`src/rtl/i2s_rx_fifo.sv`:
```
// I2S / left-justified stereo receiver. It deserialises the slots, pairs each left
// sample with the right sample that follows it, and queues the frames in a small FIFO.
module i2s_rx_fifo #(
    parameter int WIDTH = 16,
    parameter int DEPTH = 4
) (
    input  logic             sck,
    input  logic             rst,
    input  logic             ws,
    input  logic             sd,
    input  logic             lj,
    output logic [WIDTH-1:0] data_left,
    output logic [WIDTH-1:0] data_right,
    output logic             valid,
    input  logic             ready,
    output logic             overflow,
    output logic             short_slot
);

    localparam int CW = $clog2(WIDTH + 1);
    localparam int PW = $clog2(DEPTH);
    localparam logic [CW-1:0] WIDTH_C = CW'(WIDTH);

    logic             ws_prev;
    logic             hist_valid;
    logic             start_next;
    logic             start_ch;
    logic             started;
    logic             cur_ch;
    logic             cur_counted;
    logic [WIDTH-1:0] sr;
    logic [CW-1:0]    cnt;
    logic             left_pend;
    logic [WIDTH-1:0] left_val;
    logic [PW:0]      wptr;
    logic [PW:0]      rptr;
    logic [WIDTH-1:0] mem_left  [DEPTH];
    logic [WIDTH-1:0] mem_right [DEPTH];

    logic             trans;
    logic             slot_start;
    logic             new_ch;
    logic             commit;
    logic             slot_short;
    logic             push_req;
    logic             empty;
    logic             full;
    logic             pop;
    logic             do_push;
    logic [WIDTH-1:0] sr_start;
    logic [WIDTH-1:0] sr_next;

    // In I2S mode the slot begins one sck after the ws change, so the start is delayed via start_next.
    always_comb begin
        trans      = hist_valid && (ws != ws_prev);
        slot_start = lj ? trans : start_next;
        new_ch     = lj ? ws : start_ch;
        commit     = slot_start && cur_counted;
        slot_short = cnt < WIDTH_C;
        push_req   = commit && cur_ch && left_pend;
        empty      = (wptr == rptr);
        full       = (wptr[PW] != rptr[PW]) && (wptr[PW-1:0] == rptr[PW-1:0]);
        pop        = !empty && ready;
        do_push    = push_req && (!full || pop);
        sr_start   = '0;
        sr_start[WIDTH-1] = sd;
        sr_next    = sr;
        for (int i = 0; i < WIDTH; i++) begin
            if (cnt == CW'(WIDTH - 1 - i)) begin
                sr_next[i] = sd;
            end
        end
    end

    // The slot opened at the first boundary after reset is never committed, so only complete slots count.
    always_ff @(posedge sck) begin
        if (rst) begin
            ws_prev     <= 1'b0;
            hist_valid  <= 1'b0;
            start_next  <= 1'b0;
            start_ch    <= 1'b0;
            started     <= 1'b0;
            cur_ch      <= 1'b0;
            cur_counted <= 1'b0;
            sr          <= '0;
            cnt         <= '0;
            left_pend   <= 1'b0;
            left_val    <= '0;
            wptr        <= '0;
            rptr        <= '0;
            overflow    <= 1'b0;
            short_slot  <= 1'b0;
        end else begin
            ws_prev    <= ws;
            hist_valid <= 1'b1;
            start_next <= trans;
            start_ch   <= ws;
            if (slot_start) begin
                sr          <= sr_start;
                cnt         <= CW'(1);
                cur_ch      <= new_ch;
                cur_counted <= started;
                started     <= 1'b1;
            end else if (started && slot_short) begin
                sr  <= sr_next;
                cnt <= cnt + CW'(1);
            end
            if (commit) begin
                if (slot_short) begin
                    short_slot <= 1'b1;
                end
                if (!cur_ch) begin
                    left_pend <= 1'b1;
                    left_val  <= sr;
                end else begin
                    left_pend <= 1'b0;
                end
            end
            if (do_push) begin
                wptr <= wptr + 1'b1;
            end
            if (pop) begin
                rptr <= rptr + 1'b1;
            end
            if (push_req && full && !pop) begin
                overflow <= 1'b1;
            end
        end
    end

    always_ff @(posedge sck) begin
        if (!rst && do_push) begin
            mem_left[wptr[PW-1:0]]  <= left_val;
            mem_right[wptr[PW-1:0]] <= sr;
        end
    end

    // Storage is not reset, so the head is masked to zero whenever the FIFO is empty.
    always_comb begin
        valid      = !empty;
        data_left  = valid ? mem_left[rptr[PW-1:0]]  : '0;
        data_right = valid ? mem_right[rptr[PW-1:0]] : '0;
    end

endmodule

```
`config.mk`:
```
export PLATFORM = sky130hd
export DESIGN_NAME = i2s_rx_fifo
export DESIGN_NICKNAME = d
export VERILOG_FILES = /design/src/rtl/i2s_rx_fifo.sv
export SDC_FILE = /design/constraint.sdc
export NUM_CORES = 1
export LEC_CHECK = 0
export CAP_MARGIN = 20
export CELL_PAD_IN_SITES_DETAIL_PLACEMENT = 1
export CELL_PAD_IN_SITES_GLOBAL_PLACEMENT = 2
export CORE_UTILIZATION = 39
export DETAILED_ROUTE_END_ITERATION = 7
export MAX_ROUTING_LAYER = met4
export PLACE_DENSITY = 0.73
export SLEW_MARGIN = 10
export SYNTH_ARGS = -nofsm -noshare
export SYNTH_HDL_FRONTEND = slang
export SYNTH_SLANG_ARGS = --single-unit
```
`constraint.sdc`:
```
create_clock -name sck -period 4.6 [get_ports sck]
set_clock_uncertainty 0.1 [all_clocks]
set_input_delay 0.92 -clock sck [delete_from_list [all_inputs] [get_ports sck]]
set_output_delay 0.92 -clock sck [all_outputs]
set_load 0.05 [all_outputs]
```
Yosys cells after proc, flatten, opt, wreduce, memory -nomap -nowiden
Memories as Yosys holds them, arrays and structs flattened. A register that Yosys moved wholly into a read port is not among the register bits.
Index checks and enable logic that the tools add are counted.
{"block": "word_totals", "register_bits": 52, "ram_bits": 128, "inputBits": 6, "elab_cells": 126, "mem_count": 2}
{"name": "mem_left", "words": 4, "width": 16, "read_ports": 1, "rd_clocked_by_memory_dff": 1, "write_ports": 1, "line_no": "37", "rtl": "logic [WIDTH-1:0] mem_left [DEPTH];"}
{"name": "mem_right", "words": 4, "width": 16, "read_ports": 1, "rd_clocked_by_memory_dff": 1, "write_ports": 1, "line_no": "38", "rtl": "logic [WIDTH-1:0] mem_right [DEPTH];"}
{"block": "classes", "addsub": 3, "magnitude_cmp": 1, "n_eq_ne": 19, "n_mux": 32, "n_bitwise": 1, "n_reduce_logical": 38}
{"op": "two-way mux 16 bit", "n": 4}
{"op": "equality test 5 x 4 -> 1 bit (second input constant)", "n": 8}
{"op": "AND reduction 2 bit", "n": 18}
{"op": "two-way mux 1 bit", "n": 24}
{"op": "equality test 5 x 3 -> 1 bit (second input constant)", "n": 4}
{"op": "logical AND 1 bit", "n": 11}
{"op": "equality test 5 x 2 -> 1 bit (second input constant)", "n": 2}
{"op": "two-way mux 2 bit", "n": 4}
{"op": "adder 3 x 1 -> 3 bit (second input constant)", "n": 2}
{"op": "adder 5 x 1 -> 5 bit (second input constant)", "n": 1}
{"op": "equality test 5 x 1 -> 1 bit (second input constant)", "n": 1}
{"op": "zero test 5 bit", "n": 1}
{"op": "less-than comparator 5 bit (second input constant)", "n": 1}
{"op": "zero test 1 bit", "n": 4}
{"op": "nonzero test 2 bit", "n": 2}
{"op": "equality test 3 bit", "n": 1}
{"op": "equality test 2 bit", "n": 1}
{"op": "!= test 1 bit", "n": 2}
{"op": "OR reduction 2 bit", "n": 1}
{"op": "logical OR 1 bit", "n": 1}
{"op": "NOT 1 bit", "n": 1}

Depth between registers and ports, before layout
Gate-level depths: netlist of the first run.
{"block": "depth", "depth_word": 10, "depth_mapped": 6, "ltp_nobuf": 6}

Worst setup path after synthesis of the first run
OpenSTA, ideal clock, no wires.
{"block": "synth_path", "path_kind": "in2reg", "startpoint": "input ws", "endpoint": "memory mem_left[3][0] (enable)", "arrival_time_ns": 2.544, "t_required_ns": 4.108, "path_slack_ns": 1.564, "path_stages": 4, "path_buffers": 0, "path_cell_list": "xor2_1 -> a31oi_2 -> nor4_1 -> and2_1"}
{"block": "synth_between", "elab_chain_cells": 10}
{"element": "start, declared", "line_no": "9", "rtl": "input logic ws,"}
{"element": "!= test 1 bit", "line_no": "55", "rtl": "trans = hist_valid && (ws != ws_prev);"}
{"element": "logical AND 1 bit", "line_no": "55"}
{"element": "two-way mux 1 bit", "line_no": "56", "rtl": "slot_start = lj ? trans : start_next;"}
{"element": "logical AND 1 bit", "line_no": "58", "rtl": "commit = slot_start && cur_counted;"}
{"element": "logical AND 1 bit (2 in series)", "line_no": "60", "rtl": "push_req = commit && cur_ch && left_pend;"}
{"element": "logical AND 1 bit", "line_no": "64", "rtl": "do_push = push_req && (!full || pop);"}
{"element": "logical AND 1 bit", "line_no": "132", "rtl": "if (!rst && do_push) begin"}
{"element": "two-way mux 1 bit", "line_no": "132"}
{"element": "two-way mux 1 bit (implied by the code)", "line_no": "133", "rtl": "mem_left[wptr[PW-1:0]] <= left_val;"}
{"element": "end, declared", "line_no": "37"}
No other way between the ends.

==> results.md, run 1 <==
* H-tree depth at 4
* Worst Setup Start Kind: flop
* CP Data Arrival Time at 2.80 ns
* Min cycle time layout at 3.82 ns
* Die Wd at 138 µm
* Slew Viols, Final at 0
* Global-route wire length before repair at 23.2 mm
* Worst-path clk slew at about 0.060 ns
* GR Util met1 at 0.224
* N_diodes at 0
* Grt met3 use at 0.0364
* Post-layout nets at 528
* Vias at 3954
* Lkg Pwr at 2.85 nW
* Seq cells post-synth at 182
* Fmax at between 200 and 300 MHz
* Postcts setup bufs at 0
* Post-CTS sizing at 0
* Post-Syn Instances at 472
* WP data required at 3.58 ns
* Initial core utilization at 0.398
* Rows at slightly below 50
* Max Root-Sink Buffers at 2
* I/O Buffers at 40
* Clock Latency Late Sink at between 0.4 and 0.5 ns
* Syn Std Cell Area at 0.00718 mm²
* Number of global-route vias before repair at 4120
* Root Driver: clkbuf_16
* Vias per cell at 5.24
* Mean Syn Cell Area at 15.2 µm²
* CTS tree: yes
* GR Util All Layers at 0.176
* Setup violators final at 0
* Grt met2 use at 0.282
* Post-CTS Hold Buffers at 0
* Busiest grt layer: met2
* DR iter-0 viols at 166
* CTS Buf Count at 17
* Final Cycle Share at 0.830
* Routed len/inst at ~19 µm
* I/O pins at 41
* WS Path Type: reg -> out
* Sum Neg Setup Slack at 0 ns
* DIE AREA at 0.0190 mm²
* Area Growth Syn to Fin at 17.4%
* Number of library cell types mapped by synthesis at 37
* Final hold violation count at 0
* Die Span Y at around 140 µm
* Post-synth ARST share at 0
* Placer congestion estimate at 0.745
* PD cells at around 380 mW/mm²
* Max Cap Viol at 0
* Drt drc at 0
* Slew @ Worst Pin at 0.806 ns
* Post-synth EDFFs at roughly 130
* DRT Pass-1 Iters at 4
* Sequential area share after synthesis at 0.686
* Most used DFF post-synth: edfxtp_1
* RSZ-0062 raised after global routing: no
* Relative slew slack at 0.462
* Core Region at 0.0180 mm²
* Initial antenna violation count at 0
* HPWL after DPL at 9.18 mm
* Total grt overflow at 0
* Clock sinks at 182
* Worst hold slack at 0.387 ns
* Fraction of layout cells with a size suffix above 1 at 0.160
* CP endpoint kind: primary output
* Syn_nets at 488
* Largest net degree at the start of global routing at 38
* Worst Hold Class: reg -> reg
* Status: finished clean
* Remaining antenna violation count after routing at 0
* WL final at 14.5 mm
* Worst VDD drop at 261 µV
* YS warnings at 0
* Crit-path max FO at 20
-- Yosys cell counts, types with 2 or more instances --
| master | n | area share |
|---|---|---|
| edfxtp_1 | 128 | 0.54 |
| dfxtp_1 | 54 | 0.15 |
| nor2b_1 | 36 | 0.031 |
| mux4_2 | 32 | 0.10 |
| nand2_1 | 31 | 0.016 |
| nor2_1 | 31 | 0.016 |
| clkbuf_1 | 19 | 0.0099 |
| nor4_1 | 17 | 0.015 |
| a21oi_1 | 15 | 0.010 |
| ha_1 | 10 | 0.017 |
| o21ai_0 | 10 | 0.0070 |
| a31o_1 | 9 | 0.011 |
| mux2i_1 | 9 | 0.013 |
| a31o_2 | 8 | 0.0098 |
| xor2_1 | 8 | 0.0098 |
| inv_1 | 7 | 0.0037 |
| nand3_1 | 5 | 0.0035 |
| nand3b_1 | 5 | 0.0052 |
| and2_1 | 4 | 0.0035 |
| buf_2 | 4 | 0.0028 |
| nand4_1 | 4 | 0.0035 |
| buf_1 | 3 | 0.0016 |
| nand2b_1 | 3 | 0.0026 |
| nor3_1 | 3 | 0.0021 |
| a31oi_1 | 2 | 0.0017 |
| and3_1 | 2 | 0.0017 |
| mux2_2 | 2 | 0.0031 |
| nor4b_1 | 2 | 0.0024 |
-- registers in the layout, indices dropped and copies added (netlist names), 3 cells and up, named ones only --
signal,count
rptr,3
left_val,16
sr,16
mem_left,64
cnt,5
wptr,3
mem_right,64
-- cell type report --
| cell class | instances | area (µm²) |
|---|---|---|
| Sequential cell | 182 | 4930 |
| Clock inverter | 11 | 124 |
| Tap cell | 229 | 287 |
| Inverter | 9 | 33.8 |
| Timing Repair Buffer | 48 | 473 |
| Multi-Input combinational cell | 254 | 2110 |
| Fill cell | 1796 | 9600 |
| Clock buffer | 21 | 470 |
-- power by group --
part / switching (mW) / total [mW] / leakage [nW] / internal, mW
logic: 0.0359 / 0.0518 / 0.817 / 0.0159
clock network: 0.589 / 1.43 / 0.287 / 0.843
registers: 0.0109 / 1.75 / 1.75 / 1.74
total: 0.636 / 3.23 / 2.85 / 2.60
-- kinds of logic (layout without fill, tap and decap cells) --
kind of cell,count (synthesis),after routing,synth area share
XOR/XNOR,9,9,0.0110
AO/OA/AOI/OAI,48,48,0.0450
adder cells (fa/ha/maj),10,10,0.0174
buffers and inverters,36,89,0.0206
multiplexers,43,43,0.116
flip-flops,182,182,0.686
AND/OR/NAND/NOR,144,144,0.104
-- worst max-delay path, cell delays in order, from the launching register on --
cell and delay [ns]:
dfxtp_2 0.68, buf_12 0.28, mux4_2 0.54, nor2b_1 0.15
clkdlybuf4s50_1 0.71
-- worst paths after layout --
kind                          endpoint  depth (start not counted)  slack [ns]                   start
max reg2reg  mem_left[0][11]$_DFFE_PP_                          4        2.00     cur_ch$_SDFFE_PP0P_
min             left_pend$_SDFFE_PP0N_                          2        0.39  left_pend$_SDFFE_PP0N_
max                      data_left[10]                          4        0.78                    flop
min reg2reg     left_pend$_SDFFE_PP0N_                          2        0.39  left_pend$_SDFFE_PP0N_
-- layout by cell type, fill, tap and decap left out, types with 7 or more instances in the layout --
| cell type | instances |
|---|---|
| edfxtp_1 | 128 |
| dfxtp_1 | 53 |
| clkdlybuf4s50_1 | 40 |
| nor2b_1 | 36 |
| mux4_2 | 32 |
| nand2_1 | 31 |
| nor2_1 | 31 |
| nor4_1 | 17 |
| clkbuf_16 | 17 |
| a21oi_1 | 15 |
| o21ai_0 | 10 |
| ha_1 | 10 |
| a31o_1 | 9 |
| mux2i_1 | 9 |
| xor2_1 | 8 |
| a31o_2 | 8 |
| inv_1 | 7 |
| buf_4 | 7 |
-- per-layer routing --
layer / vias up / wire length, µm
met4: 0 / 172
met5: - / 0
met3: 15 / 360
met1: 2022 / 6750
met2: 48 / 7250
li1: 1869 / -
-- through the flow --
| step | cell area, µm² | util | setup WS, ns | std cells | power, mW |
|---|---|---|---|---|---|
| finish | 8430 | 0.467 | 0.780 | 754 | 3.23 |
| detailed placement | 7830 | 0.434 | 0.892 | 722 | 1.84 |
| CTS | 8430 | 0.467 | 0.682 | 754 | 3.26 |
| floorplan | 7180 | - | 1.56 | 472 | 1.82 |
| global route | 8430 | 0.467 | 0.616 | 754 | 3.33 |
| global placement | 7830 | 0.434 | 1.07 | 722 | 1.83 |
Power figures use the tool's default switching activity.
==> run 2, diff against run 1 <==
clock period = 3.9 ns   (was 4.6 ns; I/O delays follow)
==> run 2 against run 1 <==
  * Critical path depth rose by 1
  * Sequential power is 18% higher
  * Die area unchanged
  * Clock-buffer cell count increased by 1
  * Cell area rose by 0.71%
  * Final cell count is 0.80% higher
==> results.md, run 2 (same netlist as run 1, synthesis figures left out) <==
* RSZ-0062 raised after global routing: no
* Crit-path max FO at 23
* CP endpoint kind: primary output
* Min cycle time layout at 3.66 ns
* Remaining antenna violation count after routing at 0
* Net Sw Frac at 0.204
* Sum Neg Setup Slack at 0 ns
* Global-route wire length before repair at 23.0 mm
* CTS Buf Count at 17
* Clock Latency Late Sink at 0.42 ns
* Final hold violation count at 0
* Area Growth Syn to Fin at 18.2%
* Placed cell areas at 0.00793 mm²
* Slew Viols, Final at 0
* WP data required at 3.02 ns
* Psw at between 0.7 and 0.8 mW
* Sequential cell area at a little under 0.005 mm²
* Post-CTS Hold Buffers at 0
* Slew @ Worst Pin at 0.824 ns
* Post-layout nets at 534
* Worst Hold Class: reg -> reg
* Most common cell after layout, fill and taps aside: edfxtp_1
* Final Cycle Share at 0.938
* Initial antenna violation count at 0
* Root Driver: clkbuf_16
* WS Path Type: reg -> out
* I/O pins at roughly 40
* I/O Buffers at 40
* Design Area, Final at 0.00849 mm²
* Worst VDD drop at approximately 280 µV
* DIE AREA at 0.0190 mm²
* WHS Path Cells at 2
* Relative slew slack at 0.449
* Routed len/inst at 19.1 µm
* Vias per cell at 5.25
* Die Span Y at 138 µm
* Post-CTS sizing at 1
* Drt drc at 0
* Worst-path clk slew at about 0.06 ns
* Commonest cells after routing, fill and taps aside: edfxtp_1, dfxtp_1, clkdlybuf4s50_1
* Internal power at a little under 3 mW
* Max Cap Viol at 0
* Largest net degree at the start of global routing at 33
* Reg2Reg Depth at 6
* Worst Setup Start Kind: flop
* Die Wd at 138 µm
* Number of global-route vias before repair at 4111
* Status: finished clean
* Placer congestion estimate at 0.727
* CP Data Arrival Time at 2.78 ns
* Rows at 49
* Setup violators final at 0
* Total grt overflow at 0
* Lkg Pwr at approximately 2.9 nW
* Clk pwr share at 0.431
* GR Util All Layers at 0.173
* Fillers at between 1500 and 2000
* Vias at 3991
* DRT Pass-1 Iters at 4
* Clock sinks at around 180
* WL final at approximately 15 mm
* Max Root-Sink Buffers at 2
* PD cells at between 400 and 500 mW/mm²
* DR iter-0 viols at about 200
* Multi-input logic area at 0.00212 mm²
* Postcts setup bufs at 0
* CTS tree: yes
* H-tree depth at 4
* N_diodes at 0
* R2R setup slack at between 1.5 and 2 ns
* Fmax at 273 MHz
* Core Region at between 0.015 and 0.02 mm²
* Sequential share of power at 0.552
* Initial core utilization at 0.398
* HPWL after DPL at between 9 and 10 mm
* Fraction of layout cells with a size suffix above 1 at 0.164
* Combinational power share at 0.017
run 2: cell count changes in the layout (fill, tap and decap cells not counted):
cell and change:
buf_12 +4, clkbuf_1 +3, buf_4 +2, clkbuf_8 -2, clkinv_2 -2, clkinvlp_4 +2
bufinv_16 -1, clkinv_4 -1, inv_6 +1, nor3_2 -1, nor3_4 +1
run 2: power groups by stage:
stage	sequential [mW]	clock (mW)	combinational (mW)
CTS	2.06	1.64	0.0640
detailed placement	2.10	0	0.0639
finish	2.06	1.61	0.0635
floorplan	2.10	0	0.0463
global placement	2.10	0	0.0620
global route	2.06	1.71	0.0713
run 2: path summary, 6_finish.rpt:
path,startpoint,endpoint
worst min register to register,left_pend$_SDFFE_PP0N_,left_pend$_SDFFE_PP0N_
worst max-delay path,wptr[0]$_SDFFE_PP0P_,data_right[2]
worst min-delay path,left_pend$_SDFFE_PP0N_,left_pend$_SDFFE_PP0N_
worst max register to register,wptr[0]$_SDFFE_PP0P_,mem_right[0][7]$_DFFE_PP_
run 2: stage by stage:
step / utilization / instances / hold slack, ns / power, mW / setup WS [ns]
after global routing: 0.471 / 760 / 0.415 / 3.85 / 0.0345
after detailed placement: 0.440 / 728 / 0.382 / 2.17 / 0.413
final: 0.471 / 760 / 0.387 / 3.73 / 0.241
after global placement: 0.440 / 728 / 0.358 / 2.16 / 0.507
after CTS: 0.471 / 760 / 0.393 / 3.76 / 0.186
after floorplan: - / 472 / 0.354 / 2.14 / 1.00
run 2: layer usage:
layer / GRT usage / part of all wire / up-vias
li1: - / - / 1882
met1: 0.219 / 0.46 / 2047
met2: 0.277 / 0.50 / 48
met3: 0.0390 / 0.023 / 14
met4: 0.0513 / 0.011 / 0
met5: - / 0 / -
run 2: cell type report:
class / instances / share of cell area
well taps: 229 / 0.0338
inverters: 9 / 0.00398
repair buffers: 54 / 0.0669
multi-input cells: 254 / 0.250
clock buffers: 22 / 0.0535
clock inverters: 10 / 0.0116
flip-flops and latches: 182 / 0.581
run 2: critical path, cell delays in order (launching register included):
cell and delay, ns:
dfxtp_1 0.44, xor2_1 0.19, nor3_4 0.53, buf_4 0.39, nor2b_1 0.09, clkdlybuf4s50_1 0.70
